### src/rtl/alu_issue.sv
// alu_issue: issue/writeback sequencer wrapped around the R-type ALU.
// Latches one decoded R-type instruction and its operands, and drives the ALU
// inputs. It fires a one-cycle go pulse, waits SETTLE cycles and captures the
// ALU result. It then offers the result to register writeback over valid/ready.
module alu_issue #(
  parameter int unsigned DATA_W = 32,
  parameter int unsigned SETTLE = 1
) (
  input  logic              clk,
  input  logic              reset,
  input  logic              in_valid,
  output logic              in_ready,
  input  logic [31:0]       instr,
  input  logic [DATA_W-1:0] rs_val,
  input  logic [DATA_W-1:0] rt_val,
  output logic [DATA_W-1:0] alu_a,
  output logic [DATA_W-1:0] alu_b,
  output logic [4:0]        alu_shamt,
  output logic [5:0]        alu_funct,
  output logic              alu_go,
  input  logic [DATA_W-1:0] alu_out,
  output logic              wb_valid,
  input  logic              wb_ready,
  output logic [4:0]        wb_rd,
  output logic [DATA_W-1:0] wb_data,
  output logic              wb_we,
  output logic              illegal
);

  localparam int unsigned CNT_W = 3;

  typedef enum logic [2:0] {
    S_IDLE, S_SETUP, S_GO, S_WAIT, S_CAPT, S_RESP
  } state_e;

  typedef struct packed {
    logic [5:0] op;
    logic [4:0] rs;
    logic [4:0] rt;
    logic [4:0] rd;
    logic [4:0] shamt;
    logic [5:0] funct;
  } rtype_t;

  state_e             state_q, state_d;
  logic [CNT_W-1:0]   cnt_q, cnt_d;
  logic [4:0]         rd_q, rd_d;

  logic               in_ready_q, in_ready_d;
  logic [DATA_W-1:0]  alu_a_q, alu_a_d;
  logic [DATA_W-1:0]  alu_b_q, alu_b_d;
  logic [4:0]         alu_shamt_q, alu_shamt_d;
  logic [5:0]         alu_funct_q, alu_funct_d;
  logic               alu_go_q, alu_go_d;
  logic               wb_valid_q, wb_valid_d;
  logic [4:0]         wb_rd_q, wb_rd_d;
  logic [DATA_W-1:0]  wb_data_q, wb_data_d;
  logic               wb_we_q, wb_we_d;
  logic               illegal_q, illegal_d;

  rtype_t ins;
  logic   funct_ok_c;
  logic   legal_c;
  logic   shift_c;
  logic   accept_c;
  logic   no_wb_funct_c;
  logic   unused_fields;

  assign ins           = rtype_t'(instr);
  assign unused_fields = ^{ins.rs, ins.rt};
  assign legal_c       = (ins.op == 6'h00) && funct_ok_c;
  assign shift_c       = (ins.funct == 6'h00) || (ins.funct == 6'h02);
  assign accept_c      = (state_q == S_IDLE) && in_valid && in_ready_q;
  assign no_wb_funct_c = (alu_funct_q == 6'h18) || (alu_funct_q == 6'h1A);

  // Supported R-type function codes.
  always_comb begin
    funct_ok_c = 1'b0;
    case (ins.funct)
      6'h00, 6'h02, 6'h10, 6'h12, 6'h18, 6'h1A, 6'h20,
      6'h22, 6'h24, 6'h25, 6'h26, 6'h27, 6'h2A: funct_ok_c = 1'b1;
      default:                                  funct_ok_c = 1'b0;
    endcase
  end

  // State and settle-counter registers.
  always_ff @(posedge clk) begin
    if (reset) begin
      state_q <= S_IDLE;
      cnt_q   <= '0;
      rd_q    <= '0;
    end else begin
      state_q <= state_d;
      cnt_q   <= cnt_d;
      rd_q    <= rd_d;
    end
  end

  // Next-state logic; illegal instructions skip straight to the response.
  always_comb begin
    state_d = state_q;
    cnt_d   = cnt_q;
    case (state_q)
      S_IDLE: begin
        if (accept_c) state_d = legal_c ? S_SETUP : S_RESP;
      end
      S_SETUP: state_d = S_GO;
      S_GO: begin
        if (SETTLE > 0) begin
          state_d = S_WAIT;
          cnt_d   = CNT_W'(SETTLE - 1);
        end else begin
          state_d = S_CAPT;
        end
      end
      S_WAIT: begin
        if (cnt_q == '0) state_d = S_CAPT;
        else             cnt_d   = cnt_q - CNT_W'(1);
      end
      S_CAPT: state_d = S_RESP;
      S_RESP: begin
        if (wb_ready) state_d = S_IDLE;
      end
      default: state_d = S_IDLE;
    endcase
  end

  // Output next values; strobes track the state being entered so they line up with it.
  always_comb begin
    in_ready_d  = (state_d == S_IDLE);
    alu_go_d    = (state_d == S_GO);
    wb_valid_d  = (state_d == S_RESP);
    alu_a_d     = alu_a_q;
    alu_b_d     = alu_b_q;
    alu_shamt_d = alu_shamt_q;
    alu_funct_d = alu_funct_q;
    rd_d        = rd_q;
    wb_rd_d     = wb_rd_q;
    wb_data_d   = wb_data_q;
    wb_we_d     = wb_we_q;
    illegal_d   = illegal_q;

    if (accept_c) begin
      if (legal_c) begin
        alu_a_d     = shift_c ? rt_val : rs_val;
        alu_b_d     = shift_c ? '0 : rt_val;
        alu_shamt_d = ins.shamt;
        alu_funct_d = ins.funct;
        rd_d        = ins.rd;
      end else begin
        illegal_d = 1'b1;
        wb_data_d = '0;
        wb_we_d   = 1'b0;
        wb_rd_d   = ins.rd;
      end
    end

    if (state_q == S_CAPT) begin
      wb_data_d = alu_out;
      wb_rd_d   = rd_q;
      wb_we_d   = !no_wb_funct_c && (rd_q != 5'd0);
    end

    if ((state_q == S_RESP) && wb_ready) illegal_d = 1'b0;
  end

  // Output registers.
  always_ff @(posedge clk) begin
    if (reset) begin
      in_ready_q  <= 1'b0;
      alu_a_q     <= '0;
      alu_b_q     <= '0;
      alu_shamt_q <= '0;
      alu_funct_q <= '0;
      alu_go_q    <= 1'b0;
      wb_valid_q  <= 1'b0;
      wb_rd_q     <= '0;
      wb_data_q   <= '0;
      wb_we_q     <= 1'b0;
      illegal_q   <= 1'b0;
    end else begin
      in_ready_q  <= in_ready_d;
      alu_a_q     <= alu_a_d;
      alu_b_q     <= alu_b_d;
      alu_shamt_q <= alu_shamt_d;
      alu_funct_q <= alu_funct_d;
      alu_go_q    <= alu_go_d;
      wb_valid_q  <= wb_valid_d;
      wb_rd_q     <= wb_rd_d;
      wb_data_q   <= wb_data_d;
      wb_we_q     <= wb_we_d;
      illegal_q   <= illegal_d;
    end
  end

  assign in_ready  = in_ready_q;
  assign alu_a     = alu_a_q;
  assign alu_b     = alu_b_q;
  assign alu_shamt = alu_shamt_q;
  assign alu_funct = alu_funct_q;
  assign alu_go    = alu_go_q;
  assign wb_valid  = wb_valid_q;
  assign wb_rd     = wb_rd_q;
  assign wb_data   = wb_data_q;
  assign wb_we     = wb_we_q;
  assign illegal   = illegal_q;

endmodule
### config.mk
export PLATFORM = sky130hd
export DESIGN_NAME = alu_issue
export DESIGN_NICKNAME = d
export VERILOG_FILES = /design/src/rtl/alu_issue.sv
export SDC_FILE = /design/constraint.sdc
export NUM_CORES = 1
export LEC_CHECK = 0
export CAP_MARGIN = 0
export CORE_MARGIN = 2
export CORE_UTILIZATION = 43
export CTS_BUF_LIST = sky130_fd_sc_hd__clkbuf_16
export CTS_CLUSTER_SIZE = 28
export DETAILED_ROUTE_END_ITERATION = 10
export PLACE_DENSITY = 0.86
export SYNTH_ARGS = -nofsm -noshare
export SYNTH_HDL_FRONTEND = slang
export SYNTH_SLANG_ARGS = --single-unit
### constraint.sdc
create_clock -name clk -period 4.2 [get_ports clk]
set_input_delay 0.63 -clock clk [delete_from_list [all_inputs] [get_ports clk]]
set_output_delay 0.63 -clock clk [all_outputs]
set_load 0.005 [all_outputs]
==> metrics <==
outcome=finished clean; Core Region=between 0.01 and 0.015 mm2; share of cells above drive strength 1=0.0545; PD cells=roughly 430 mW/mm2; final setup TNS=0 ns; largest net degree at the start of global routing=76; Slew Limit Fails=0; io pins=between 200 and 250; Worst EP required=~4.5 ns; # nets final=between 800 and 900; Slew HR=0.159; Inserted Diodes=0; number of port buffers=about 240; CTS Buffer Depth=2; DRC=0; WP data arrival=between 2 and 3 ns; Post-Syn Area=between 0.004 and 0.005 mm2; CTS root buf=clkbuf_16; CTS buffer count=17; Layout area overhead=61.2%; Setup crit end kind=flop; fraction of registers with async set/reset=0; critical path class=in -> reg; worst skew pair latency=0.41 ns; Yosys reg bits=approximately 130; first-pass GRT wire length=roughly 24000 um; Syn Nets=~650; final wirelength=between 15000 and 20000 um; post-CTS setup buffers=0; H-Tree Depth=4; crit-path max FO=48; number of nets with antenna violations after routing=0; CTS tree=yes; reg2reg path depth=5; PostCTS Resize Cnt=0; gpl congestion=around 0.9; Clock transition at path regs=~0.06 ns; Leak=roughly 3.0 nW; die area=roughly 0.012 mm2; startpoint types=primary input; Hold Path Stages=2; die width=between 100 and 150 um; initial antenna violation count=0; top-count cell post-synth=dfxtp_1; vias in the first global route=4692; crit path time final=roughly 2.6 ns; Initial Utilization=0.445; WL/cell=16.9 um; via-per-instance ratio=about 5.4; RSZ-0062 raised after global routing=no; cell accounting for the most synthesized area=dfxtp_1; max-cap violations=0; Post-Synthesis Cells=517; endpoints failing setup=0; hold crit path type=reg -> reg; WHS=about 0.45 ns; Post-CTS Hold Buffers=0; initial DRC count=400; Synth cell types=35; grt ovf=0; Worst-Margin Slew=1.26 ns; mean post-synth cell area=approximately 9.4 um2; DR pass1 iterations=5; CTS Sinks=between 100 and 150; top-area cell type share of the netlist area=0.526; Commonest cells post-synth=128 x dfxtp_1, 69 x nand2_1, 52 x a21oi_1; Final Hold Vio Count=0; final period utilization=0.623; Total Routing Usage GR=0.245; clock skew=roughly 0.013 ns; Finished Cell Area=~0.0079 mm2; Area contributors post-synth=dfxtp_1 53%, mux2i_1 7.8%, a22o_1 5.9%; row cnt=38; register area share after synthesis=0.526; ys flop type=dfxtp_1; hpwl dp=10500 um; Syn. warnings=0; maximum vdd ir drop=0.315 mV; Die H=110 um; Max Clk Rate=382 MHz; Post-synth EDFFs=0; vias=4798; Area after DPL=0.00727 mm2
==> final timing paths <==
path,endpoint,slack (ns),from
hold / removal,alu_shamt[3],0.45,alu_shamt[3]
setup / recovery,alu_b[8],1.59,instr[2]
setup reg to reg,alu_b[8],1.93,state_q[0]
hold reg to reg,alu_shamt[3],0.45,alu_shamt[3]
==> logic make-up after synthesis <==
logic type	share of synthesized area
muxes	0.0781
and+or+nand+nor	0.155
buffers and inverters	0.0462
AOI/OAI and AO/OA	0.189
DFF	0.526
adders and majority gates	0.00514
==> power by group <==
part           switching (W)  internal [W]
Combinational       0.000243      0.000345
Clock               0.000523      0.000917
Sequential         0.0000623       0.00131
==> metal layers <==
| layer | routed length, um | up-vias | global-route usage | part of all wire |
|---|---|---|---|---|
| li1 | - | 2289 | - | - |
| met1 | 6120 | 2250 | 0.287 | 0.41 |
| met2 | 7530 | 218 | 0.413 | 0.50 |
| met3 | 952 | 41 | 0.0692 | 0.063 |
| met4 | 469 | 0 | 0.117 | 0.031 |
| met5 | 0 | - | 0 | 0 |
==> critical path, stage by stage <==
cell	delay, ns
clkdlybuf4s50_1	0.57
mux2i_1	0.22
nand3_1	0.19
or3_2	0.91
nand2_1	0.26
a21oi_1	0.08
==> per-stage QoR <==
step           cells  setup slack (ns)  power (W)  utilization
5_1_grt          892              1.42    0.00354        0.718
6_report         892              1.59    0.00340        0.718
3_5_place_dp     860              1.18    0.00197        0.665
4_1_cts          892              1.62    0.00342        0.718
2_1_floorplan    517              2.24    0.00163            -
3_3_place_gp     860              1.23    0.00195        0.665
==> state kept, by name (all words and copies together) (netlist names), 3 cells and up <==
name,cells
wb_data,32
alu_b,32
cnt_q,3
rd_q,5
wb_rd,5
alu_funct,6
alu_shamt,5
state_q,3
alu_a,32
==> placed cells by master, fill, tap and decap left out, types with 2 or more instances in the layout <==
cell	Yosys	layout
buf_4	5	6
clkdlybuf4s50_1	0	237
and2_1	2	2
a21oi_1	52	52
nor4_1	2	2
nor2_1	43	42
nor3_4	1	2
nor4b_1	2	2
a211oi_1	34	34
clkinv_1	0	4
nor3_1	4	4
mux2i_1	38	38
nand2_1	69	68
nor2b_1	2	2
clkinvlp_4	0	3
o311a_1	5	5
nor2_2	1	2
a22o_1	33	33
ha_1	2	2
nand3_1	33	33
clkbuf_16	0	17
dfxtp_1	128	128
bufinv_16	0	3
inv_1	5	8
nand2b_1	4	4
o21ai_0	6	6
==> cell type report <==
type / count / area, um2
Timing Repair Buffer: 244 / 2420
Inverter: 5 / 18.8
Tap cell: 140 / 175
Clock buffer: 17 / 425
Clock inverter: 15 / 153
Fill cell: 784 / 3080
Multi-Input combinational cell: 343 / 2090
Sequential cell: 128 / 2560
No activity file was read; power rests on OpenSTA's default activity.
